`src/rtl/pc_unit.sv`:
```
// pc_unit: fetch-stage program counter with prioritised redirect selection and stall-time redirect buffering.
// Latency: an unstalled redirect loads pc on the next edge, and flush rises in the same cycle as the new pc.
// Backpressure: stall freezes pc; a redirect seen under stall is buffered and applied when stall releases.
//
// Ports:
//   clk, rst             core clock; synchronous active-high reset
//   stall                fetch stall, holds pc
//   ex_pc, imm, rs1_data execute-stage operands for branch/jal/jalr target generation
//   jump, jalr, branch, cmpr  execute-stage control-flow resolution
//   trap, trap_vec       exception/interrupt entry and its target
//   mret, mepc           trap return and its target
//   pc, pc_valid         current fetch address and its qualifier
//   flush                one-cycle pulse, aligned with pc taking a redirect target
//   misalign, misalign_addr  one-cycle report of a dropped misaligned jump/branch target
//
// Optional feature: define PC_MISALIGN_CHECK_EN to drop jump and taken-branch targets whose
// low two bits are non-zero and report them on misalign/misalign_addr. Trap and mret targets are
// never checked. With the macro undefined, misalign and misalign_addr stay at 0.
module pc_unit #(
  parameter int              XLEN         = 32,
  parameter logic [XLEN-1:0] RESET_VECTOR = '0,
  parameter int              INSN_BYTES   = 4
) (
  input  logic            clk,
  input  logic            rst,
  input  logic            stall,
  input  logic [XLEN-1:0] ex_pc,
  input  logic [XLEN-1:0] imm,
  input  logic [XLEN-1:0] rs1_data,
  input  logic            jump,
  input  logic            jalr,
  input  logic            branch,
  input  logic            cmpr,
  input  logic            trap,
  input  logic [XLEN-1:0] trap_vec,
  input  logic            mret,
  input  logic [XLEN-1:0] mepc,
  output logic [XLEN-1:0] pc,
  output logic            pc_valid,
  output logic            flush,
  output logic            misalign,
  output logic [XLEN-1:0] misalign_addr
);

  // BOOT: one cycle after reset with pc_valid low.
  // RUN:  normal fetch.
  // PEND: a redirect target is parked while fetch is stalled.
  localparam logic [1:0] ST_BOOT = 2'd0;
  localparam logic [1:0] ST_RUN  = 2'd1;
  localparam logic [1:0] ST_PEND = 2'd2;

`ifdef PC_MISALIGN_CHECK_EN
  localparam bit CHECK_EN = 1'b1;
`else
  localparam bit CHECK_EN = 1'b0;
`endif

  logic [1:0]      state_q, state_d;
  logic [XLEN-1:0] pc_q, pc_d;
  logic [XLEN-1:0] pend_q, pend_d;
  logic            flush_q, flush_d;
  logic            misalign_q;
  logic [XLEN-1:0] misalign_addr_q;

  logic [XLEN-1:0] seq_target;
  logic [XLEN-1:0] rel_target;
  logic [XLEN-1:0] jalr_sum;
  logic [XLEN-1:0] jalr_target;

  logic            redir_vld;
  logic [XLEN-1:0] redir_dat;
  logic            redir_chk;
  logic            redir_bad;
  logic            redir_take;

  // Target arithmetic wraps modulo 2^XLEN; carries are simply dropped.
  assign seq_target  = pc_q + XLEN'(INSN_BYTES);
  assign rel_target  = ex_pc + imm;
  assign jalr_sum    = rs1_data + imm;
  assign jalr_target = jalr_sum & {{(XLEN-1){1'b1}}, 1'b0};

  // Fixed priority: trap > mret > jump > taken branch.
  // redir_chk marks targets that are subject to the alignment check.
  always_comb begin
    redir_vld = 1'b0;
    redir_dat = '0;
    redir_chk = 1'b0;
    if (trap) begin
      redir_vld = 1'b1;
      redir_dat = trap_vec;
    end else if (mret) begin
      redir_vld = 1'b1;
      redir_dat = mepc;
    end else if (jump) begin
      redir_vld = 1'b1;
      redir_dat = jalr ? jalr_target : rel_target;
      redir_chk = 1'b1;
    end else if (branch && cmpr) begin
      redir_vld = 1'b1;
      redir_dat = rel_target;
      redir_chk = 1'b1;
    end
  end

  // A misaligned checked target is reported instead of taken, so the cycle then behaves as if
  // there were no redirect at all. Redirects are ignored during BOOT, so nothing is reported there.
  assign redir_bad  = CHECK_EN && (state_q != ST_BOOT) && redir_vld && redir_chk &&
                      (redir_dat[1:0] != 2'b00);
  assign redir_take = redir_vld && !redir_bad;

  always_comb begin
    state_d = state_q;
    pc_d    = pc_q;
    pend_d  = pend_q;
    flush_d = 1'b0;
    case (state_q)
      ST_BOOT: begin
        state_d = ST_RUN;
      end
      ST_RUN: begin
        if (redir_take) begin
          if (stall) begin
            pend_d  = redir_dat;
            state_d = ST_PEND;
          end else begin
            pc_d    = redir_dat;
            flush_d = 1'b1;
          end
        end else if (!stall) begin
          pc_d = seq_target;
        end
      end
      ST_PEND: begin
        if (stall) begin
          // The younger resolve supersedes whatever is parked.
          if (redir_take) begin
            pend_d = redir_dat;
          end
        end else begin
          // A redirect arriving on the release cycle wins over the parked target.
          pc_d    = redir_take ? redir_dat : pend_q;
          flush_d = 1'b1;
          state_d = ST_RUN;
        end
      end
      default: begin
        state_d = ST_BOOT;
      end
    endcase
  end

  always_ff @(posedge clk) begin
    if (rst) begin
      state_q         <= ST_BOOT;
      pc_q            <= RESET_VECTOR;
      pend_q          <= '0;
      flush_q         <= 1'b0;
      misalign_q      <= 1'b0;
      misalign_addr_q <= '0;
    end else begin
      state_q    <= state_d;
      pc_q       <= pc_d;
      pend_q     <= pend_d;
      flush_q    <= flush_d;
      misalign_q <= redir_bad;
      if (redir_bad) begin
        misalign_addr_q <= redir_dat;
      end
    end
  end

  assign pc            = pc_q;
  assign pc_valid      = (state_q != ST_BOOT);
  assign flush         = flush_q;
  assign misalign      = misalign_q;
  assign misalign_addr = misalign_addr_q;

endmodule

```
`config.mk`:
```
export PLATFORM = sky130hd
export DESIGN_NAME = pc_unit
export DESIGN_NICKNAME = d
export VERILOG_FILES = /design/src/rtl/pc_unit.sv
export SDC_FILE = /design/constraint.sdc
export NUM_CORES = 1
export LEC_CHECK = 0
export CAP_MARGIN = 20
export CORE_ASPECT_RATIO = 2
export CORE_MARGIN = 10
export CORE_UTILIZATION = 60
export CTS_BUF_LIST = sky130_fd_sc_hd__clkbuf_8
export DETAILED_ROUTE_END_ITERATION = 7
export DONT_BUFFER_PORTS = 1
export MAX_ROUTING_LAYER = met4
export PLACE_DENSITY = 0.84
export SYNTH_ARGS = -nofsm -noshare
export SYNTH_HDL_FRONTEND = slang
export SYNTH_SLANG_ARGS = --single-unit
```
`constraint.sdc`:
```
create_clock -name clk -period 2.8 [get_ports clk]
set_clock_uncertainty 0.1 [all_clocks]
set_input_delay 0 -clock clk [delete_from_list [all_inputs] [get_ports clk]]
set_output_delay 0 -clock clk [all_outputs]
set_load 0.01 [all_outputs]
```
# Yosys cells after proc, flatten, opt, wreduce, memory -nomap -nowiden
# Cells that the tools add are included.
[op_classes] n_addsub=3 mul=0 div=0 magnitude_cmp=0 n_eq_ne=7 shifts=0 n_mux=26 n_bitwise=0 n_reduce_logical=7
[op_table] op="$mux W32" n=13
[op_table] op="$pmux W32 S2" n=2
[op_table] op="$add A32 B32 Y32" n=2
[op_table] op="$add A32 B3 Y32 const B" n=1
[op_table] op="$ne A2 B2 Y1 const B" n=5
[op_table] op="$mux W1" n=6
[op_table] op="$mux W2" n=3
[op_table] op="$pmux W2 S3" n=1
[op_table] op="$reduce_and A3 Y1" n=2
[op_table] op="$reduce_and A4 Y1" n=1
[op_table] op="$reduce_bool A2 Y1" n=2
[op_table] op="$eq A2 B1 Y1 const B" n=1
[op_table] op="$eq A2 B2 Y1 const B" n=1
[op_table] op="$logic_not A2 Y1" n=1
[op_table] op="$pmux W1 S2" n=1
[op_table] op="$logic_and A1 B1 Y1" n=1
[totals] register_bits=67 latch_bits=0 mem_bits_rw=0 rom_bits=0 input_bits=169 n_memories=0

# Depth between registers and ports, before layout
[logic_depth] depth_word=8 ltp_mapped=10

# Least setup slack after synthesis
# Ideal clock, no wire load.
[synth_path] path_kind="input port to flip-flop" start="input port ex_pc[0]" end="register pc_q[14], in the netlist pc[14]" t_arrival_ps=2236 t_required_ps=2577 slack_ps=341 path_stages=10 path_buffers=0 path_cell_list="ha_1 > fa_1 > a21o_2 > a221o_2 > a41o_4 > o21a_1 > nor3_1 > o21ai_0 > a221oi_1 > nor2_1"
[synth_between] elab_chain_cells=8 word_cells_on_any_way=11 classes_between="add/sub: 1; mux: 10"
[synth_lines] element="from (decl)" line="27" text="input logic [XLEN-1:0] ex_pc,"
[synth_lines] element="$add A32 B32 Y32 (*)" line="78" text="assign rel_target = ex_pc + imm;"
[synth_lines] element="$mux W32 (on tied branches)" line="98, 96"
[synth_lines] element="$mux W32 (*)" line="94" text="end else if (jump) begin"
[synth_lines] element="$mux W32 (*)" line="91" text="end else if (mret) begin"
[synth_lines] element="$mux W32 (*)" line="88" text="if (trap) begin"
[synth_lines] element="$mux W32 (on tied branches)"
[synth_lines] element="$mux W32 (on tied branches)" line="134, 121"
[synth_lines] element="$pmux W32 S2 (*)" line="116" text="case (state_q)"
[synth_lines] element="to (signal assigned)" line="162" text="pc_q <= pc_d;"
[synth_lines] element="to (decl)" line="59" text="logic [XLEN-1:0] pc_q, pc_d;"
# Every way passes the cells marked *; elsewhere a longest branch is shown, timed or not. The select of a mux whose other input is x is not followed.
# A chain may end at the register's enable or synchronous reset.

# Final worst setup path
[layout_path] start="input port mret" end="register pend_q[13]"
[layout_between] elab_chain_cells=5 word_cells_on_any_way=11 classes_between="eq/ne: 1; mux: 9; reduce/logical: 1"
[layout_lines] element="from (decl)" line="36" text="input logic mret,"
[layout_lines] element="$mux W32 / $mux W1 (equally long branches)" line="91"
[layout_lines] element="$mux W32 / $mux W1 (equally long branches)" line="88"
[layout_lines] element="$mux W32 (on tied branches)" line="136, 122"
[layout_lines] element="$mux W32 (on tied branches)" line="134, 121"
[layout_lines] element="$pmux W32 S2" line="116"
[layout_lines] element="to (signal assigned)" line="163" text="pend_q <= pend_d;"
[layout_lines] element="to (decl)" line="60" text="logic [XLEN-1:0] pend_q, pend_d;"
# Parallel ways exist; a longest one is shown, timed or not. The select of a mux whose other input is x is not followed.

==> results list <==
- Counting the fill cells in the layout gives about 1200.
* Cell-by-cell trace of the critical path: dlygate4sd3_1, a21oi_1, buf_4, a221oi_1, o221ai_1, a31o_2, dlygate4sd3_1
- Worst Hold Path Cells: 4
* Gr ovfl total: 0
- After the first detailed-routing iteration, the DRC count stood at 1105.
- Detailed placement finished with a half-perimeter wire length of 25700 um.
- R2r setup slk: between 0.1 and 0.15 ns
* Area of the core region: 14400 um^2
- In the routed layout, each cell is associated on average with a via count of ~7.
- Dividing the detail-routed wire length by the instance count gives roughly 24 um.
* Worst path required time: 2.95 ns
- Crit end category: flip-flop
- Synth Flop Type: sky130_fd_sc_hd__dfxtp_1
- Final-layout worst hold slack: -0.00150 ns
- The worst hold path terminates at pc[10].
* Arrival @ worst endpoint: approximately 2.9 ns
- The synthesized design contains 0 enable-type register cells.
* Crit path kind: input pin to flip-flop
- Max-cap violations in this run came to 0.
* Reg2reg start: pc[3]
- Counting cells, the worst reg-to-reg path comes to 8.
* Fraction of power consumed by combinational cells: about half
- After synthesis, flip-flops and latches occupy roughly 15% of the total area.
- Cell class contributing the biggest share of worst-path delay: buffers and inverters
- The final layout contains routed wiring with a total length of 35400 um.
- Internal Pwr Total: 2.19 mW
- Sequential cell area: 1340 um^2
- Initial standard-cell utilization of the core: approximately three fifths
- Critical path fanouts, max: 26
- RSZ-0062 raised after global routing: no
- Final setup TNS: 0 ns
* Max frequency: around 370 MHz
- Min Tclk post-route: 2.70 ns
* Worst slew pin tran: 0.939 ns
- Fraction of registers with async set/reset: 0%
- The number of endpoints with negative hold slack in the final report is 2.
* Number of I/O pins: around 240
* Via count of the first global-routing pass: 10100
- After synthesis the netlist holds a flip-flop and latch count of 67.
- The checks that failed: hold timing.
* Antenna-violating nets left: 0
- Post-route clock period utilization: 96.5%
- The first global-routing pass estimated 53900 um of wire.
* Width of the die: between 100 and 150 um
* Max_slew headroom: 37.2%
- The mapped netlist covers 8750 um^2.
* Initial antenna violation count: 1
- The die covers roughly 20000 um^2.
- Synthesis warning total: 0
* Proportion of power drawn by the clock network: 21.3%
- The cell count after synthesis came out at 1230.
- Detailed routing inserted a total of 10400 vias.
- Startpoint class of the critical path: input pin
* Number of buffers added on ports: 0
* Slowest cell on crit path: sky130_fd_sc_hd__dlygate4sd3_1
* Reported net switching power: 1.67 mW
- In this run the vertical extent of the chip is 191 um.
* DR pass1 iterations: 8
- The worst hold path begins at mepc[10].
* Ratio of total power to cell area: ~400 nW/um^2
- Together, buffers and inverters on the worst path number 3.
* Nets: 1513
- Crit path largest cell delay: 1.15 ns
* Latest clock arrival within the worst-skew pair: 0.36 ns
- Placement Setup Slack: ~0.11 ns
- In this run the clock root is driven by a sky130_fd_sc_hd__clkbuf_8.
* Number of slew-limit violations in the final report: 0
- Area growth, synth to finish: 11.2%
- CTS saw 67 sinks.
* Clock tree from TritonCTS: yes
- The congestion estimate from routability-driven global placement came to 1.02.
- Setup violations remaining at the end of the flow were counted as 0.
- By instance count, the cell type seen most on the critical path is sky130_fd_sc_hd__dlygate4sd3_1.
- Status: finished with violations
* Peak supply drop: 0.000252 V
- Each instance of the synthesized netlist takes up on average 7.11 um^2.
- The endpoint identified for the worst register-to-register timing path is pc[18].
- The analysis attributes to cell leakage a power of 3.78 nW.
- Share of final-layout standard cells stronger than drive strength 1: 8.81%
* Minimum setup slack in the final design: between 0.09 and 0.1 ns
- Counting along the longest clock path gives a buffer depth of 2.
- Total global-route track usage: 34.1%
- Combined area of the multi-input logic cells: 6850 um^2
* CTS HTree Levels: 3
- Clock transition at the registers of the reported paths: 0.08 ns
- Counting the buffers created by CTS gives 9.
* Row cnt: 62
- Switching Share: 43.2%
- Part of the power in registers: 30.7%
* # DRC: 0
- Entering global routing, the biggest net connects 64 pins.
- The synthesized netlist contains 98 unique library cells.
- The worst hold path belongs to the class input pin to flip-flop.
-- per-layer routing --
| layer | up-vias | GRT usage (%) | routed length, um |
|---|---|---|---|
| met3 | 217 | 7.14 | 3540 |
| met4 | 0 | 22.7 | 2700 |
| li1 | 4616 | - | - |
| met2 | 796 | 57.5 | 17300 |
| met5 | - | - | 0 |
| met1 | 4756 | 34.8 | 11800 |
-- timing repair --
item	in CTS	in global routing
gates resized for setup	0	11
endpoints found under the hold margin	66	0
hold buffers	64	0
endpoints found under the setup margin	0	16
buffers inserted	0	4
-- flip-flops by register name, indices dropped and copies added (netlist names) --
signal	cells
state_q	2
pc	32
pend_q	32
flush	1
-- cell type report --
class,instances,share of cell area [%]
multi-input combinational,1065,70.5
timing repair buffer,107,10.3
antenna,2,0.0515
inverter,27,1.04
tap,192,2.47
clock inverter,7,0.643
sequential,67,13.8
clock buffer,9,1.27
-- power groups by stage --
| stage | Clock, mW | Combinational, mW | Sequential (mW) |
|---|---|---|---|
| after floorplan | 0 | 1.29 | 1.19 |
| after detailed placement | 0 | 1.63 | 1.20 |
| after global placement | 0 | 1.60 | 1.20 |
| after global routing | 0.833 | 2.01 | 1.20 |
| final | 0.821 | 1.86 | 1.18 |
| after CTS | 0.792 | 1.76 | 1.18 |
-- stage by stage --
| stage | std cells | power, mW | hold slack, ns | util [%] | cell area, um^2 |
|---|---|---|---|---|---|
| finish | 1476 | 3.86 | -0.00150 | 67.8 | 9730 |
| global route | 1475 | 4.04 | 0.0265 | 67.8 | 9720 |
| CTS | 1470 | 3.73 | 0.00256 | 67.2 | 9640 |
| detailed placement | 1390 | 2.83 | -0.0227 | 61.3 | 8790 |
| global placement | 1390 | 2.80 | -0.0212 | 61.3 | 8790 |
| floorplan | 1262 | 2.48 | -0.0233 | - | 8870 |
-- cells in the final DEF, fill, tap and decap left out, types with 17 or more instances in the layout --
master / count
sky130_fd_sc_hd__a211oi_1: 20
sky130_fd_sc_hd__a21o_1: 19
sky130_fd_sc_hd__a21oi_1: 124
sky130_fd_sc_hd__a31oi_1: 17
sky130_fd_sc_hd__and3_1: 21
sky130_fd_sc_hd__buf_4: 42
sky130_fd_sc_hd__conb_1: 33
sky130_fd_sc_hd__dfxtp_1: 67
sky130_fd_sc_hd__dlygate4sd3_1: 61
sky130_fd_sc_hd__ha_1: 64
sky130_fd_sc_hd__inv_1: 29
sky130_fd_sc_hd__nand2_1: 140
sky130_fd_sc_hd__nand3_1: 47
sky130_fd_sc_hd__nand4_1: 24
sky130_fd_sc_hd__nor2_1: 91
sky130_fd_sc_hd__nor3_1: 28
sky130_fd_sc_hd__o21a_1: 17
sky130_fd_sc_hd__o21ai_0: 106
sky130_fd_sc_hd__xnor2_1: 36
sky130_fd_sc_hd__xor2_1: 21
-- tightest hold or removal path, cell delays in order --
cell                       delay, ns
sky130_fd_sc_hd__a21oi_1        0.06
sky130_fd_sc_hd__o31ai_2        0.08
sky130_fd_sc_hd__o211ai_1       0.10
sky130_fd_sc_hd__a21oi_1        0.16
-- worst max-delay path by stage --
stage | cells after the start | from | endpoint | slack (ns)
final | 7 | mret | pend_q[13] | 0.1
after global placement | 10 | ex_pc[0] | pc[14] | 0.20
after floorplan | 10 | ex_pc[0] | pc[14] | 0.34
after global routing | 10 | imm[4] | pc[31] | 0.001
after detailed placement | 10 | imm[0] | pc[18] | 0.11
after CTS | 11 | ex_pc[0] | pend_q[28] | 0.04
-- synthesized netlist by cell type, types with 6 or more instances --
cell type | instances | area share [%]
sky130_fd_sc_hd__and3_1 | 21 | 1.5
sky130_fd_sc_hd__o21a_1 | 17 | 1.5
sky130_fd_sc_hd__and4_1 | 7 | 0.70
sky130_fd_sc_hd__a31oi_1 | 17 | 1.2
sky130_fd_sc_hd__a211o_1 | 7 | 0.70
sky130_fd_sc_hd__and2_1 | 9 | 0.64
sky130_fd_sc_hd__or3_1 | 10 | 0.72
sky130_fd_sc_hd__a22oi_1 | 6 | 0.51
sky130_fd_sc_hd__clkbuf_1 | 42 | 1.8
sky130_fd_sc_hd__inv_1 | 26 | 1.1
sky130_fd_sc_hd__a31o_2 | 6 | 0.60
sky130_fd_sc_hd__nor3_1 | 29 | 1.7
sky130_fd_sc_hd__nor3b_1 | 10 | 0.86
sky130_fd_sc_hd__o31ai_1 | 8 | 0.69
sky130_fd_sc_hd__o22ai_1 | 10 | 0.72
sky130_fd_sc_hd__buf_4 | 35 | 3.0
sky130_fd_sc_hd__a21oi_1 | 125 | 7.2
sky130_fd_sc_hd__nor4_1 | 7 | 0.50
sky130_fd_sc_hd__a221oi_1 | 6 | 0.60
sky130_fd_sc_hd__nand3_1 | 47 | 2.7
sky130_fd_sc_hd__dfxtp_1 | 67 | 15
sky130_fd_sc_hd__nand2b_1 | 15 | 1.1
sky130_fd_sc_hd__a21o_1 | 19 | 1.6
sky130_fd_sc_hd__mux2i_1 | 15 | 1.7
sky130_fd_sc_hd__a221o_1 | 6 | 0.69
sky130_fd_sc_hd__buf_1 | 9 | 0.39
sky130_fd_sc_hd__nand4_1 | 24 | 1.7
sky130_fd_sc_hd__o21bai_1 | 10 | 0.86
sky130_fd_sc_hd__xor2_1 | 21 | 2.1
sky130_fd_sc_hd__nor2_1 | 93 | 4.0
sky130_fd_sc_hd__o21ai_0 | 106 | 6.1
sky130_fd_sc_hd__a211oi_1 | 20 | 1.7
sky130_fd_sc_hd__xnor2_1 | 36 | 3.6
sky130_fd_sc_hd__o211ai_1 | 15 | 1.3
sky130_fd_sc_hd__ha_1 | 65 | 9.3
sky130_fd_sc_hd__nand2_1 | 140 | 6.0
sky130_fd_sc_hd__o221ai_1 | 8 | 0.80
-- cell families after synthesis --
group | Yosys count | share of synthesized area, %
other | 1 | 0.0429
adders and majority gates | 67 | 9.76
muxes | 16 | 1.85
and+or+nand+nor | 445 | 25.2
buffers and inverters | 130 | 8.27
AOI/OAI and AO/OA | 447 | 33.9
xor gates and xnor gates | 57 | 5.71
DFF | 67 | 15.3
(Power assumes the default switching activity.)
